`config.mk`:
```
export PLATFORM = sky130hd
export DESIGN_NAME = iter_rotate_shift
export DESIGN_NICKNAME = d
export VERILOG_FILES = /design/src/rtl/iter_rotate_shift.sv
export SDC_FILE = /design/constraint.sdc
export NUM_CORES = 1
export LEC_CHECK = 0
export CORE_UTILIZATION = 30
export CTS_CLUSTER_DIAMETER = 60
export DETAILED_ROUTE_END_ITERATION = 10
export GPL_TIMING_DRIVEN = 0
export PLACE_DENSITY = 0.64
export SKIP_CTS_REPAIR_TIMING = 1
export SLEW_MARGIN = 20
export SYNTH_ARGS = -nofsm -noshare
export SYNTH_HDL_FRONTEND = slang
export SYNTH_SLANG_ARGS = --single-unit
```
`constraint.sdc`:
```
create_clock -name clk -period 3.1 [get_ports clk]
set_input_delay 0.31 -clock clk [delete_from_list [all_inputs] [get_ports clk]]
set_output_delay 0.31 -clock clk [all_outputs]
set_load 0.02 [all_outputs]
```
`src/rtl/iter_rotate_shift.sv`:
```
// Iterative rotate/shift unit: one bit position per clock, start/done handshake.
// Optional carry-out port enabled by defining ROTSHIFT_CARRY_EN.
module iter_rotate_shift #(
  parameter int WIDTH = 8,
  parameter int AMT_W = $clog2(WIDTH)
) (
  input  logic             clk,
  input  logic             rst_n,
  input  logic             start,
  input  logic [2:0]       op,
  input  logic [AMT_W-1:0] amt,
  input  logic [WIDTH-1:0] q,
  output logic             ready,
  output logic             busy,
  output logic             done,
  output logic [WIDTH-1:0] r,
  output logic             zero
`ifdef ROTSHIFT_CARRY_EN
  ,
  output logic             cout
`endif
);

  typedef enum logic {
    IDLE,
    BUSY
  } state_t;

  typedef enum logic [2:0] {
    OP_ROL = 3'b000,
    OP_ROR = 3'b001,
    OP_SHL = 3'b010,
    OP_SHR = 3'b011,
    OP_SAR = 3'b100
  } op_t;

  state_t           state;
  state_t           state_nx;
  logic [WIDTH-1:0] work;
  logic [WIDTH-1:0] work_nx;
  logic [AMT_W-1:0] count;
  logic [2:0]       op_q;
  logic             accept;
  logic             step;
  logic             finish;
  logic             out_bit;

  logic is_rol;
  logic is_ror;
  logic is_shl;
  logic is_shr;
  logic is_sar;

  assign is_rol = (op_q == OP_ROL);
  assign is_ror = (op_q == OP_ROR);
  assign is_shl = (op_q == OP_SHL);
  assign is_shr = (op_q == OP_SHR);
  assign is_sar = (op_q == OP_SAR);

  assign ready = (state == IDLE);
  assign busy  = ~ready;

  always_ff @(posedge clk or negedge rst_n) begin
    if (!rst_n) begin
      state <= IDLE;
    end else begin
      state <= state_nx;
    end
  end

  always_comb begin
    state_nx = state;
    accept   = 1'b0;
    step     = 1'b0;
    finish   = 1'b0;
    unique case (state)
      IDLE: begin
        if (start) begin
          accept   = 1'b1;
          state_nx = BUSY;
        end
      end
      BUSY: begin
        if (count != '0) begin
          step = 1'b1;
        end else begin
          finish   = 1'b1;
          state_nx = IDLE;
        end
      end
      default: state_nx = IDLE;
    endcase
  end

  // One-position move of the work register and the bit it sheds
  always_comb begin
    work_nx = work;
    out_bit = 1'b0;
    unique case (1'b1)
      is_rol: begin
        work_nx = {work[WIDTH-2:0], work[WIDTH-1]};
        out_bit = work[WIDTH-1];
      end
      is_ror: begin
        work_nx = {work[0], work[WIDTH-1:1]};
        out_bit = work[0];
      end
      is_shl: begin
        work_nx = {work[WIDTH-2:0], 1'b0};
        out_bit = work[WIDTH-1];
      end
      is_shr: begin
        work_nx = {1'b0, work[WIDTH-1:1]};
        out_bit = work[0];
      end
      is_sar: begin
        work_nx = {work[WIDTH-1], work[WIDTH-1:1]};
        out_bit = work[0];
      end
      default: begin
        work_nx = work;
        out_bit = 1'b0;
      end
    endcase
  end

  always_ff @(posedge clk or negedge rst_n) begin
    if (!rst_n) begin
      work  <= '0;
      count <= '0;
      op_q  <= '0;
    end else if (accept) begin
      work  <= q;
      count <= amt;
      op_q  <= op;
    end else if (step) begin
      work  <= work_nx;
      count <= count - 1'b1;
    end
  end

  always_ff @(posedge clk or negedge rst_n) begin
    if (!rst_n) begin
      r    <= '0;
      zero <= 1'b1;
      done <= 1'b0;
    end else begin
      done <= finish;
      if (finish) begin
        r    <= work;
        zero <= (work == '0);
      end
    end
  end

`ifdef ROTSHIFT_CARRY_EN
  logic carry;

  always_ff @(posedge clk or negedge rst_n) begin
    if (!rst_n) begin
      carry <= 1'b0;
      cout  <= 1'b0;
    end else begin
      if (accept) begin
        carry <= 1'b0;
      end else if (step) begin
        carry <= out_bit;
      end
      if (finish) begin
        cout <= carry;
      end
    end
  end
`else
  logic unused_out_bit;
  assign unused_out_bit = out_bit;
`endif

endmodule

```
# Word level (Yosys, flattened, before mapping)
# Cells that the tools add are included.
# Widths: inputs -> output; s select.
[word_totals]
ff_bits = 25
input_bits = 17
elab_cells = 35
[op_classes]
n_addsub = 1
eq_ne = 5
muxes = 12
bitwise_logic = 1
n_reduce_logical = 8
[op_table]
columns = ["operator", "n"]
rows = [
  ["$pmux 8 s5", 1],
  ["$mux 8", 2],
  ["$logic_not 8->1", 1],
  ["$eq 3x2->1 const B", 2],
  ["$mux 1", 6],
  ["$mux 3", 2],
  ["$reduce_bool 6->1", 1],
  ["$reduce_bool 5->1", 1],
  ["$eq 3x1->1 const B", 1],
  ["$eq 3x3->1 const B", 1],
  ["$logic_not 3->1", 1],
  ["$reduce_and 3->1", 1],
  ["$reduce_bool 3->1", 1],
  ["$sub 3x1->3 const B", 1],
  ["$ne 2x2->1 const B", 1],
  ["$pmux 1 s2", 1],
  ["$reduce_and 2->1", 1],
  ["$reduce_bool 2->1", 1],
  ["$not 1->1", 1],
]

# Logic depth before layout (Yosys ltp)
# Gate-level depths: netlist of run 1.
[logic_depth]
ltp_word = 5
depth_mapped = 6
ltp_nobuf = 6

# Worst setup path before layout of run 1
# Ideal clock, no wire load.
[synth_path]
path_type = "register to register"
start = "register state (netlist: busy)"
end = "register r[1]"
setup_time_ns = 0.125
arrival_time_ns = 1.317
path_slack_ns = 1.658
stages_incl_launch_ff = 5
cell_sequence = "dfrtp_1 > clkbuf_2 > nand3b_1 > buf_2 > mux2_2"
[synth_via]
elab_chain_len = 1
[synth_lines]
columns = ["element", "line", "rtl"]
rows = [
  ["from (decl)", "37", "state_t state;"],
  ["from (signal assigned)", "67", "state <= state_nx;"],
  ["$mux 1", "76", "unique case (state)"],
  ["to (signal assigned)", "150", "r <= work;"],
  ["to (decl)", "16", "output logic [WIDTH-1:0] r,"],
]
# Every way passes these cells.
# A chain may end at the register's enable or synchronous reset.

# Worst setup path after layout of run 1
[layout_path]
start = "register state (netlist: busy)"
end = "output ready"
[layout_via]
elab_chain_len = 1
[layout_lines]
columns = ["element", "line", "rtl"]
rows = [
  ["$not 1->1", "--", ""],
  ["to (decl)", "13", "output logic ready,"],
]
# Every way passes these cells.

==> results of run 1 <==
## synth_stat cells, drive strengths merged (2+ instances only)
cell,number,area share
dfrtp,24,0.49
nand2,15,0.046
o21ai,11,0.045
mux2,10,0.091
mux2i,8,0.075
a22oi,7,0.043
inv,6,0.018
nor2,4,0.014
a21oi,3,0.012
buf,3,0.012
ha,2,0.020
nand3,2,0.0081
nor4,2,0.010
o211ai,2,0.012
## metrics by stage
stage	worst slack (ns)	hold slack, ns
after floorplan	1.658	0.01441
after global placement	1.246	0.4671
after detailed placement	1.206	0.3335
after CTS	1.170	0.04203
after global routing	1.101	0.06598
final	1.161	0.02226
## final cells by class
| cell class | instances | area, um^2 |
|---|---|---|
| plain buffers | 4 | 20.02 |
| clock buffers | 3 | 41.29 |
| clock inverters | 1 | 5.005 |
| fillers | 384 | 2186 |
| inverters | 6 | 22.52 |
| multi-input cells | 78 | 561.8 |
| flip-flops and latches | 25 | 626.9 |
| well taps | 48 | 60.06 |
| repair buffers | 28 | 275.3 |
## cells by family (layout without fill, tap and decap cells)
| kind of cell | count (synthesis) | in the layout | share of synthesized area |
|---|---|---|---|
| buffers and inverters | 10 | 42 | 0.03454 |
| adders and majority gates | 2 | 2 | 0.02032 |
| DFF | 25 | 25 | 0.5092 |
| AOI/OAI and AO/OA | 31 | 31 | 0.1677 |
| muxes | 18 | 18 | 0.1667 |
| and+or+nand+nor | 27 | 27 | 0.1016 |
## metal layers
metal / part of all wire / track usage
met1: 0.47 / 0.1778
met2: 0.48 / 0.2270
met3: 0.038 / 0.02241
met4: 0.011 / 0.04787
met5: 0 / 0
## sequential cells by signal (all words and copies together) (netlist names)
register and count:
r 8, op_q 3, count 3, busy 1, zero 1, work 8
done 1
## how the worst max path moves through the flow
| stage | start | end | slack (ns) | cells after the start |
|---|---|---|---|---|
| after floorplan | busy | r[1] | 1.66 | 4 |
| after global placement | start | work[3] | 1.25 | 5 |
| after detailed placement | start | work[5] | 1.21 | 5 |
| after CTS | busy | ready | 1.17 | 3 |
| after global routing | busy | ready | 1.10 | 3 |
| final | busy | ready | 1.16 | 3 |
## report_power, final
group          switching [W]  total (W)  internal [W]  leakage, nW
clock              0.0000961   0.000186     0.0000895       0.0255
combinational       0.000428   0.000845      0.000417        0.393
sequential          0.000135   0.000610      0.000475        0.311
total               0.000660    0.00164      0.000981        0.729
==> flow_metrics.env, run 1 <==
export IMPL_grtUsageTotal=0.1365
export IMPL_synth_nets=132
export IMPL_dr_pass1_iters=4
export IMPL_p_per_area_nw_per_um2=1017
export IMPL_cts_max_level=1
export IMPL_dieArea_um2=4364
export IMPL_cp_arrival_ns=1.63
export IMPL_slew_headroom=0.5639
export IMPL_layout_commonest_cell="clkdlybuf4s50_1"
export IMPL_antenna_found_initial=0
export IMPL_worstSetupEndpointType="primary output"
export IMPL_cts_made_buffers=3
export IMPL_syn_to_final_growth_pct=31.00
export IMPL_nNetsFinal=165
export IMPL_ys_types=31
export IMPL_clkSlewWorstSetupHoldPaths_ns=0.09
export IMPL_dp_cells=189
export IMPL_cp_slowest_cell="clkdlybuf4s50_1"
export IMPL_clock_root_buffer="clkbuf_8"
export IMPL_route_detailed_drc=0
export IMPL_tightest_slew_ns=0.6513
export IMPL_routed_wl_um=2596
export IMPL_setup_violations_final=0
export IMPL_drt_iter0_drc=30
export IMPL_critPathTopFamily="buffers and inverters"
export IMPL_r2r_slack_ns=1.44
export IMPL_slowest_delay_ns=0.64
export IMPL_dpl_hpwl_um=1924
export IMPL_synth_edf_count=0
export IMPL_syn_cell_area_um2=1231
export IMPL_async_reset_ff_frac=1.000
export IMPL_io_pins=29
export IMPL_finalHoldViolCount=0
export IMPL_gr_total_overflow=0
export IMPL_port_buffer_count=28
export IMPL_finalPower_w=0.001641
export IMPL_reg2regPathDepth=5
export IMPL_vias=964
export IMPL_finalSetupTns_ns=0
export IMPL_final_max_slew_violation_count=0
export IMPL_crit_reg2reg_launch="count[0]"
export IMPL_mostFrequentLayoutCells="clkdlybuf4s50_1 (27), dfrtp_1 (24), nand2_1 (15)"
export IMPL_clk_path_buf_depth=2
export IMPL_drive_above_1_share=0.1586
export IMPL_worstHoldPathType="input pin to async pin"
export IMPL_clock_fmax_mhz=515.8
export IMPL_rr_endpoint="r[6]"
export IMPL_diodes=0
export IMPL_yosysWarnings=0
export IMPL_postLayoutCellArea_um2=1613
export IMPL_fin_cells=193
export IMPL_postSynthCellCount=113
export IMPL_viasPerCell=4.995
export IMPL_grt_pass1_vias=968
export IMPL_yosys_register_bits=25
export IMPL_synth_ff_type="dfrtp_1"
export IMPL_clock_latency_ns=0.26
export IMPL_gp_congestion=0.8218
export IMPL_crit_type="flop to primary output"
export IMPL_ir_worst_vdd_mv=0.3256
export IMPL_detail_route_antenna_nets=0
export IMPL_num_rows=22
export IMPL_start_util=0.3241
export IMPL_grt_max_degree=26
export IMPL_synth_avg_cell_area_um2=10.90
export IMPL_grt_pass1_wl_um=4491
export IMPL_core_area_um2=3799
export IMPL_period_needed_ns=1.939
export IMPL_crit_chain="clkbuf_2, inv_1, clkdlybuf4s50_1"
export IMPL_start_kind="flop"
export IMPL_wl_per_cell_um=13.45
export IMPL_post_route_period_util=0.6254
export IMPL_cts_tree="built"
export IMPL_die_x_um=66.06
export IMPL_die_h_um=66.06
export IMPL_cts_num_sinks=25
export IMPL_final_core_util=0.4246
export IMPL_required_ns=2.79
export IMPL_status="complete, no violations"
export IMPL_power_leakage_nw=0.7290
export IMPL_crit_buf_inv=3
export IMPL_rsz0062_at_grt="false"
export IMPL_dpl_cell_area_um2=1567
export IMPL_drv_cap=0
export IMPL_fin_skew_ns=0.004564
export IMPL_worstPathMaxFanout=8
export IMPL_ys_seq_area_frac=0.5091
Note: power is estimated with default switching activity, not from simulation.
==> run 2: changes to the inputs <==
PLACE_DENSITY = 0.66   (was 0.64)
clock period = 1.56 ns   (was 3.1 ns; I/O delays follow)
==> flow_metrics.env, run 2 (synthesis results as in run 1) <==
export IMPL_status="finished, violations left"
export IMPL_violations="negative setup slack"
export IMPL_clkSlewWorstSetupHoldPaths_ns=0.10
export IMPL_port_buffer_count=28
export IMPL_power_leakage_nw=0.7896
export IMPL_diodes=0
export IMPL_worstHoldPathType="input pin to async pin"
export IMPL_critical_path_startpoint="count[0]"
export IMPL_final_max_slew_violation_count=0
export IMPL_worstPathMaxFanout=8
export IMPL_cts_max_level=1
export IMPL_routed_wl_um=2782
export IMPL_drive_above_1_share=0.2053
export IMPL_cts_num_sinks=25
export IMPL_viasPerCell=5.030
export IMPL_drv_cap=0
export IMPL_wl_per_cell_um=13.98
export IMPL_period_needed_ns=1.562
export IMPL_rr_endpoint="work[5]"
export IMPL_die_x_um=66.06
export IMPL_start_util=0.3241
export IMPL_ir_worst_vdd_mv=0.7835
export IMPL_core_area_um2=3799
export IMPL_io_pins=29
export IMPL_route_detailed_drc=0
export IMPL_r2r_slack_ns=-0.002
export IMPL_dr_pass1_iters=4
export IMPL_crit_type="flop to flop"
export IMPL_required_ns=1.71
export IMPL_slew_headroom=0.5780
export IMPL_finalSetupTns_ns=-0.002177
export IMPL_nNetsFinal=171
export IMPL_start_kind="flop"
export IMPL_grtUsageTotal=0.1248
export IMPL_dpl_hpwl_um=1892
export IMPL_crit_reg2reg_launch="count[0]"
export IMPL_worstSetupEndpointType="flop"
export IMPL_finalHoldViolCount=0
export IMPL_endpoint="work[5]"
export IMPL_reg_top3="r (8), work (8)"
export IMPL_mostFrequentLayoutCells="clkdlybuf4s50_1 (25), dfrtp_1 (24), nand2_1 (15)"
export IMPL_clk_path_buf_depth=2
export IMPL_vias=1001
export IMPL_cts_made_buffers=3
export IMPL_grt_max_degree=26
export IMPL_die_h_um=66.06
export IMPL_num_rows=22
export IMPL_cts_tree="built"
export IMPL_gr_total_overflow=0
export IMPL_tightest_slew_ns=0.6302
export IMPL_dieArea_um2=4364
export IMPL_drt_iter0_drc=45
export IMPL_clock_fmax_mhz=640.1
export IMPL_detail_route_antenna_nets=0
export IMPL_clock_root_buffer="clkbuf_8"
export IMPL_final_core_util=0.4433
export IMPL_n_fill_cell=349
export IMPL_fin_ws_ns=-0.002177
export IMPL_dp_cells=189
export IMPL_reg2regPathDepth=6
export IMPL_setup_violations_final=1
export IMPL_p_per_area_nw_per_um2=2036
export IMPL_clock_latency_ns=0.28
export IMPL_grt_pass1_vias=915
export IMPL_finalPower_w=0.003428
export IMPL_gp_congestion=0.8982
export IMPL_cp_arrival_ns=1.72
export IMPL_syn_to_final_growth_pct=36.79
export IMPL_antenna_found_initial=0
export IMPL_grt_pass1_wl_um=4174
export IMPL_rsz0062_at_grt="true"
export IMPL_layout_commonest_cell="clkdlybuf4s50_1"
export IMPL_post_route_period_util=1.001
export IMPL_fin_skew_ns=0.01006
export IMPL_fin_cells=199
## run 2: worst min path at each step
stage          startpoint       end  slack, ns  depth (start not counted)
2_1_floorplan       rst_n      busy      -0.14                          0
3_3_place_gp     count[1]  count[1]       0.47                          2
3_5_place_dp     count[1]  count[1]       0.47                          2
4_1_cts             op[1]   op_q[1]       0.41                          3
5_1_grt             op[1]   op_q[1]       0.42                          3
6_report            rst_n      r[5]       0.40                          2
## run 2: critical path, cell delays in order, from the launching register on
cell	delay, ns
dfrtp_1	0.41
inv_2	0.07
ha_4	0.16
nand3b_1	0.16
o211ai_1	0.29
a22oi_1	0.25
o21ai_1	0.09
## run 2: power breakdown
group / leakage (nW) / switching, W / internal (W) / total (W)
clock: 0.0261 / 0.000223 / 0.000187 / 0.000410
combinational: 0.453 / 0.000875 / 0.000918 / 0.00179
sequential: 0.311 / 0.000283 / 0.000942 / 0.00122
## run 2: per-layer routing
layer,global-route usage,routed length [um],vias to the layer above,share of wire
met4,0.04787,40,0,0.014
met5,0,0,-,0
li1,-,-,484,-
met1,0.1654,1318,478,0.47
met2,0.2015,1293,33,0.46
met3,0.02069,130,6,0.047
## run 2: area by class of cell
class / instances / area [um^2] / area share
Multi-Input combinational cell: 78 / 576.8 / 0.3425
Inverter: 6 / 22.52 / 0.01337
Tap cell: 48 / 60.06 / 0.03566
Clock buffer: 3 / 41.29 / 0.02452
Sequential cell: 25 / 626.9 / 0.3722
Timing Repair Buffer: 34 / 327.8 / 0.1947
Clock inverter: 1 / 8.758 / 0.005201
Buffer: 4 / 20.02 / 0.01189
## run 2: metrics by stage
step	instance area (um^2)	setup WS (ns)	hold WS, ns
after floorplan	1231	0.1180	-0.1396
after global placement	1572	-0.1786	0.4666
after detailed placement	1572	-0.1795	0.4736
after CTS	1622	-0.2171	0.4143
after global routing	1684	-0.1005	0.4207
final	1684	-0.002177	0.4046
